[config.mk]
export PLATFORM = sky130hd
export DESIGN_NAME = i2c_target_regs
export DESIGN_NICKNAME = d
export VERILOG_FILES = /design/src/rtl/i2c_target_regs.sv
export SDC_FILE = /design/constraint.sdc
export NUM_CORES = 1
export LEC_CHECK = 0
export CORE_UTILIZATION = 30
export CTS_BUF_LIST = sky130_fd_sc_hd__clkbuf_16
export DETAILED_ROUTE_END_ITERATION = 16
export PLACE_DENSITY_LB_ADDON = 0.08
export SLEW_MARGIN = 20
export SYNTH_ARGS = -nofsm -noshare
export SYNTH_HDL_FRONTEND = slang
export SYNTH_SLANG_ARGS = --single-unit
[constraint.sdc]
create_clock -name clk -period 2.32 [get_ports clk]
set_input_delay 0.464 -clock clk [delete_from_list [all_inputs] [get_ports clk]]
set_output_delay 0.464 -clock clk [all_outputs]
set_load 0.02 [all_outputs]
[src/rtl/i2c_target_regs.sv]
// I2C target with a byte-wide register bank: oversampled SCL/SDA, 7-bit address match,
// register pointer with auto-increment, and a host port for local preload/readback.
module i2c_target_regs #(
    parameter logic [6:0]  TARGET_ADDR = 7'h42,
    parameter int unsigned NUM_REGS    = 8,
    parameter int unsigned PW          = $clog2(NUM_REGS)
) (
    input  logic          clk,
    input  logic          rst_n,
    input  logic          scl_in,
    input  logic          sda_in,
    output logic          sda_oe,
    input  logic          host_we,
    input  logic [PW-1:0] host_addr,
    input  logic [7:0]    host_wdata,
    output logic [7:0]    host_rdata,
    output logic          wr_strobe,
    output logic [PW-1:0] wr_index,
    output logic          busy
);

    typedef enum logic [3:0] {
        IDLE,
        ADDR,
        ADDR_ACK,
        PTR,
        WR_DATA,
        WR_ACK,
        RD_DATA,
        RD_ACK,
        WAIT_STOP
    } state_t;

    // Synchronizers reset to the idle-bus level so release of reset creates no false edges.
    logic [1:0] scl_sync, sda_sync;
    logic       scl_d, sda_d;
    logic       scl_s, sda_s;

    // NOTE: sequential state is assigned with non-blocking (<=) so every flop samples pre-edge values.
    always_ff @(posedge clk or negedge rst_n) begin
        if (!rst_n) begin
            scl_sync <= 2'b11;
            sda_sync <= 2'b11;
            scl_d    <= 1'b1;
            sda_d    <= 1'b1;
        end else begin
            scl_sync <= {scl_sync[0], scl_in};
            sda_sync <= {sda_sync[0], sda_in};
            scl_d    <= scl_sync[1];
            sda_d    <= sda_sync[1];
        end
    end

    assign scl_s = scl_sync[1];
    assign sda_s = sda_sync[1];

    logic start_det, stop_det, scl_rise, scl_fall;
    assign start_det = scl_s & scl_d & sda_d & ~sda_s;
    assign stop_det  = scl_s & scl_d & ~sda_d & sda_s;
    assign scl_rise  = scl_s & ~scl_d;
    assign scl_fall  = ~scl_s & scl_d;

    logic [7:0]    regs [NUM_REGS];

    state_t        state_q, state_d;
    logic [3:0]    bit_cnt_q, bit_cnt_d;
    logic [6:0]    shift_q, shift_d;
    logic [6:0]    tx_q, tx_d;
    logic          rw_q, rw_d;
    logic          ack_phase_q, ack_phase_d;
    logic          ptr_seen_q, ptr_seen_d;
    logic [PW-1:0] ptr_q, ptr_d;
    logic          sda_oe_q, sda_oe_d;
    logic          busy_q, busy_d;
    logic          wr_strobe_q, wr_strobe_d;
    logic [PW-1:0] wr_index_q, wr_index_d;
    logic          bus_we;
    logic [7:0]    rx_byte;
    logic [7:0]    rd_byte;

    // The byte completes combinationally with the bit being sampled on this SCL rise.
    assign rx_byte = {shift_q, sda_s};
    assign rd_byte = regs[ptr_q];

    // NOTE: every always_comb output gets a default first, so no path can infer a latch.
    always_comb begin
        state_d     = state_q;
        bit_cnt_d   = bit_cnt_q;
        shift_d     = shift_q;
        tx_d        = tx_q;
        rw_d        = rw_q;
        ack_phase_d = ack_phase_q;
        ptr_seen_d  = ptr_seen_q;
        ptr_d       = ptr_q;
        sda_oe_d    = sda_oe_q;
        busy_d      = busy_q;
        wr_strobe_d = 1'b0;
        wr_index_d  = wr_index_q;
        bus_we      = 1'b0;

        if (stop_det) begin
            state_d    = IDLE;
            sda_oe_d   = 1'b0;
            busy_d     = 1'b0;
            ptr_seen_d = 1'b0;
        end else if (start_det) begin
            state_d   = ADDR;
            bit_cnt_d = 4'd0;
            sda_oe_d  = 1'b0;
        end else begin
            unique case (state_q)
                IDLE: ;

                ADDR: begin
                    if (scl_rise) begin
                        shift_d = rx_byte[6:0];
                        if (bit_cnt_q == 4'd7) begin
                            if (rx_byte[7:1] == TARGET_ADDR && rx_byte[7:1] != 7'd0) begin
                                state_d     = ADDR_ACK;
                                busy_d      = 1'b1;
                                rw_d        = rx_byte[0];
                                ack_phase_d = 1'b0;
                            end else begin
                                state_d = WAIT_STOP;
                                busy_d  = 1'b0;
                            end
                        end else begin
                            bit_cnt_d = bit_cnt_q + 4'd1;
                        end
                    end
                end

                ADDR_ACK: begin
                    if (scl_fall) begin
                        if (!ack_phase_q) begin
                            sda_oe_d    = 1'b1;
                            ack_phase_d = 1'b1;
                        end else begin
                            ack_phase_d = 1'b0;
                            bit_cnt_d   = 4'd0;
                            if (rw_q) begin
                                tx_d      = rd_byte[6:0];
                                sda_oe_d  = ~rd_byte[7];
                                bit_cnt_d = 4'd1;
                                state_d   = RD_DATA;
                            end else begin
                                sda_oe_d = 1'b0;
                                state_d  = ptr_seen_q ? WR_DATA : PTR;
                            end
                        end
                    end
                end

                PTR: begin
                    if (scl_rise) begin
                        shift_d = rx_byte[6:0];
                        if (bit_cnt_q == 4'd7) begin
                            ptr_d       = rx_byte[PW-1:0];
                            ptr_seen_d  = 1'b1;
                            ack_phase_d = 1'b0;
                            state_d     = WR_ACK;
                        end else begin
                            bit_cnt_d = bit_cnt_q + 4'd1;
                        end
                    end
                end

                WR_DATA: begin
                    if (scl_rise) begin
                        shift_d = rx_byte[6:0];
                        if (bit_cnt_q == 4'd7) begin
                            bus_we      = 1'b1;
                            wr_strobe_d = 1'b1;
                            wr_index_d  = ptr_q;
                            ptr_d       = ptr_q + PW'(1);
                            ack_phase_d = 1'b0;
                            state_d     = WR_ACK;
                        end else begin
                            bit_cnt_d = bit_cnt_q + 4'd1;
                        end
                    end
                end

                WR_ACK: begin
                    if (scl_fall) begin
                        if (!ack_phase_q) begin
                            sda_oe_d    = 1'b1;
                            ack_phase_d = 1'b1;
                        end else begin
                            sda_oe_d    = 1'b0;
                            ack_phase_d = 1'b0;
                            bit_cnt_d   = 4'd0;
                            state_d     = WR_DATA;
                        end
                    end
                end

                // bit_cnt counts bits already on the bus; the fall after bit 0 releases SDA.
                RD_DATA: begin
                    if (scl_fall) begin
                        if (bit_cnt_q == 4'd8) begin
                            sda_oe_d    = 1'b0;
                            ptr_d       = ptr_q + PW'(1);
                            ack_phase_d = 1'b0;
                            state_d     = RD_ACK;
                        end else begin
                            sda_oe_d  = ~tx_q[6];
                            tx_d      = {tx_q[5:0], 1'b0};
                            bit_cnt_d = bit_cnt_q + 4'd1;
                        end
                    end
                end

                RD_ACK: begin
                    if (scl_rise) begin
                        if (sda_s) begin
                            state_d = WAIT_STOP;
                        end else begin
                            ack_phase_d = 1'b1;
                        end
                    end else if (scl_fall && ack_phase_q) begin
                        tx_d        = rd_byte[6:0];
                        sda_oe_d    = ~rd_byte[7];
                        bit_cnt_d   = 4'd1;
                        ack_phase_d = 1'b0;
                        state_d     = RD_DATA;
                    end
                end

                WAIT_STOP: sda_oe_d = 1'b0;

                default: state_d = IDLE;
            endcase
        end
    end

    always_ff @(posedge clk or negedge rst_n) begin
        if (!rst_n) begin
            state_q     <= IDLE;
            bit_cnt_q   <= 4'd0;
            shift_q     <= 7'd0;
            tx_q        <= 7'd0;
            rw_q        <= 1'b0;
            ack_phase_q <= 1'b0;
            ptr_seen_q  <= 1'b0;
            ptr_q       <= '0;
            sda_oe_q    <= 1'b0;
            busy_q      <= 1'b0;
            wr_strobe_q <= 1'b0;
            wr_index_q  <= '0;
        end else begin
            state_q     <= state_d;
            bit_cnt_q   <= bit_cnt_d;
            shift_q     <= shift_d;
            tx_q        <= tx_d;
            rw_q        <= rw_d;
            ack_phase_q <= ack_phase_d;
            ptr_seen_q  <= ptr_seen_d;
            ptr_q       <= ptr_d;
            sda_oe_q    <= sda_oe_d;
            busy_q      <= busy_d;
            wr_strobe_q <= wr_strobe_d;
            wr_index_q  <= wr_index_d;
        end
    end

    // NOTE: the bank is small and must read back as zero after reset, so it is reset explicitly.
    // The bus write is assigned last so it wins a same-index collision with the host.
    always_ff @(posedge clk or negedge rst_n) begin
        if (!rst_n) begin
            for (int i = 0; i < NUM_REGS; i++) begin
                regs[i] <= 8'd0;
            end
        end else begin
            if (host_we) begin
                regs[host_addr] <= host_wdata;
            end
            if (bus_we) begin
                regs[ptr_q] <= rx_byte;
            end
        end
    end

    assign sda_oe     = sda_oe_q;
    assign busy       = busy_q;
    assign wr_strobe  = wr_strobe_q;
    assign wr_index   = wr_index_q;
    assign host_rdata = regs[host_addr];

endmodule
==> results.md <==
* CP Capture Type: primary output
* Sink Count at 104
* Slew at the pin closest to its max-slew limit at 680 ps
* Max Root-Sink Buffers at 2
* Pin count of the biggest net entering global routing at 105
* Register Area at 0.00261 mm2
* Routed Antenna Nets at 0
* Final Setup Violations at 0
* IO Count at 30
* Area of the core at around 0.021 mm2
* Dpl hpwl at 15.4 mm
* Worst-skew pair later-pin latency at roughly 350 ps
* Seq cells post-synth at 104
* Post-synthesis cell area at 0.00658 mm2
* Outcome: finished clean
* RR Startpoint: bit_cnt_q[0]
* Clock Skew at 10.4 ps
* Commonest non-fill, non-tap cells in the layout: dfrtp_1, buf_4, mux2i_1
* Sequential Power Share at 0.439
* Commonest non-fill, non-tap cell in the layout: dfrtp_1
* Int Power at 3.70 mW
* Final slew viol count at 0
* Util after Layout at 0.379
* Sw frac at 0.305
* Worst Reg2Reg Path Length in Cells at 7
* Vias in the first global route at 5332
* Nets at 741
* DIE AREA at 0.0225 mm2
* Cts bufs inserted at 9
* Drt first-iter violations at 313
* Final Power at 5.33 mW
* Hold crit path type: primary input to asynchronous set/reset pin
* Number of synthesized flops with an enable pin at 0
* Clock Power Share at 0.318
* Switching pwr at 1.63 mW
* Fillers at 2119
* Die X at 150 um
* DR WL/cell at 21.6 um
* Seq/Total Area, Yosys at 0.397
* DR vias at 5328
* Die Height at around 150 um
* Worst Path Arrival at 1820 ps
* Asr flop ratio synth at 1.00
* Total congestion overflow at 0
* Distinct cells, synth at 63
* Ys flop type: dfrtp_1
* Rel. slew slack at 0.545
* Htree depth at 3
* Unrepaired setup endpoints after global routing: true
* Post-layout min period at approximately 2300 ps
* Tcrit/Tclk final at 0.987
* Number of max-cap violations at 0
* CTS tree: yes
* Layout cell share with drive strength beyond 1 at 0.308
* Layout overhead on the synthesized area at 22.6%
* Via density at between 5 and 6
* Fmax at approximately 440 MHz
* PortBufs at 29
* Final wirelength at 21.6 mm
* Setup slack, reg-to-reg at 90 ps
* Yosys warnings at 0
* Routability cong. at 0.850
* Crit path required time at around 1900 ps
* Starting Density at 0.309
* Pre-CTS setup slack at -699 ps
* Synth Net Count at 670
* Cells after synthesis at 651
* PwrDens at between 600 and 700 mW/mm2
* Reg-to-Reg End: state_q[3]
* First-pass GRT wire length at 33.7 mm
* Worst Setup Slack, final at 31.0 ps
* Multi-input gate area at 0.00368 mm2
* Crit Path Class: primary input to primary output
* Rows at 53
* Setup crit start kind: primary input
* Remaining DRCs at 0
* Drt first pass iters at 5
* Root buffer cell: clkbuf_16
* Final hold violations at 0
* Initial antenna violation count at 0
* Comb power frac at 0.243
* N_diodes at 0
* Tot GR Track Use at 0.204
* Peak supply drop at 0.000430 V
* CP Max Fanout at 5
* CTS clk-pin slew, worst paths at about 70 ps
* Leak Pwr at 3.50 nW
* Syn_area_per_cell at 10.1 um2
## per-stage QoR
stage,cell area (um2),setup TNS [ps],cells,hold slack [ps]
final,8070,0,1002,183
after global routing,8070,-41.1,1002,227
after CTS,8040,0,1002,207
after detailed placement,7650,-9910,980,347
after global placement,7650,-8870,980,348
after floorplan,6580,0,651,168
## how the worst max path moves through the flow
stage | start | endpoint | slack [ps]
final | host_addr[0] | host_rdata[0] | 30
after global routing | bit_cnt_q[0] | state_q[3] | -20
after CTS | host_addr[2] | host_rdata[6] | 3
after detailed placement | host_addr[0] | host_rdata[0] | -700
after global placement | host_addr[0] | host_rdata[0] | -680
after floorplan | host_addr[2] | host_rdata[2] | 80
## synthesized netlist by cell type, types with 3 or more instances
| master | number | area (um2) |
|---|---|---|
| dfrtp_1 | 98 | 2450 |
| mux2i_1 | 81 | 811 |
| nor2_1 | 77 | 289 |
| a21oi_1 | 44 | 220 |
| nand2_1 | 38 | 143 |
| a21oi_2 | 33 | 289 |
| mux4_2 | 24 | 541 |
| clkbuf_1 | 23 | 86.3 |
| mux2_2 | 20 | 225 |
| o21ai_0 | 18 | 90.1 |
| buf_1 | 17 | 63.8 |
| buf_2 | 17 | 85.1 |
| o21ai_1 | 12 | 60.1 |
| nand3_1 | 10 | 50.1 |
| inv_1 | 9 | 33.8 |
| nand2b_1 | 8 | 50.1 |
| nor2_2 | 8 | 50.1 |
| or3_1 | 8 | 50.1 |
| a221oi_1 | 7 | 61.3 |
| nor2b_1 | 7 | 43.8 |
| nor3_1 | 7 | 35.0 |
| o31ai_1 | 7 | 52.6 |
| dfstp_2 | 6 | 158 |
| o22ai_1 | 5 | 31.3 |
| buf_6 | 4 | 45.0 |
| nand4b_1 | 4 | 35.0 |
| nor3b_1 | 4 | 30.0 |
| and3b_1 | 3 | 26.3 |
| ha_1 | 3 | 37.5 |
| mux2_1 | 3 | 33.8 |
| nand3b_1 | 3 | 22.5 |
## layout make-up
type | instances | share of cell area
Clock inverter | 7 | 0.0116
Timing Repair Buffer | 122 | 0.133
Tap cell | 275 | 0.0427
Sequential cell | 104 | 0.324
Clock buffer | 9 | 0.0279
Multi-Input combinational cell | 475 | 0.456
Inverter | 10 | 0.00465
## flip-flops by register name, indices dropped and copies added, names as in the netlist, 2 cells and up
register,count
tx_q,7
shift_q,7
regs,64
state_q,4
scl_sync,2
wr_index,3
ptr_q,3
sda_sync,2
bit_cnt_q,4
## worst max-delay path: stages
cell,delay [ps]
buf_4,140
buf_12,140
buf_12,120
mux4_2,480
mux2_2,310
buf_2,170
## power groups by stage
stage / registers [mW] / clock network [mW] / logic, mW
2_1_floorplan: 2.27 / 0 / 0.872
3_3_place_gp: 2.37 / 0 / 1.28
3_5_place_dp: 2.36 / 0 / 1.31
4_1_cts: 2.33 / 1.75 / 1.30
5_1_grt: 2.37 / 1.81 / 1.41
6_report: 2.34 / 1.70 / 1.29
## layer usage
metal	track usage	routed length [um]	vias to the layer above
li1	-	-	2499
met1	0.291	10600	2711
met2	0.326	10100	106
met3	0.0271	713	12
met4	0.0439	224	0
met5	0	0	-
## what timing repair did
| action | CTS | global route |
|---|---|---|
| buffers inserted | 4 | 0 |
| setup endpoints to repair | 24 | 7 |
| hold endpoints to repair | 0 | 0 |
| resized for setup | 39 | 8 |
| hold buffers | 0 | 0 |
| cloned | 2 | 0 |
## kinds of logic (layout without fill, tap and decap cells)
logic type / after synthesis / after routing / share of synthesized area
simple gates: 195 / 195 / 0.151
mux: 128 / 128 / 0.245
compound gates: 148 / 148 / 0.151
buf+inv: 72 / 148 / 0.0494
fa+ha+maj: 3 / 3 / 0.00571
flops: 104 / 104 / 0.397
xor+xnor: 1 / 1 / 0.00133
Note: power is estimated with default switching activity, not from simulation.
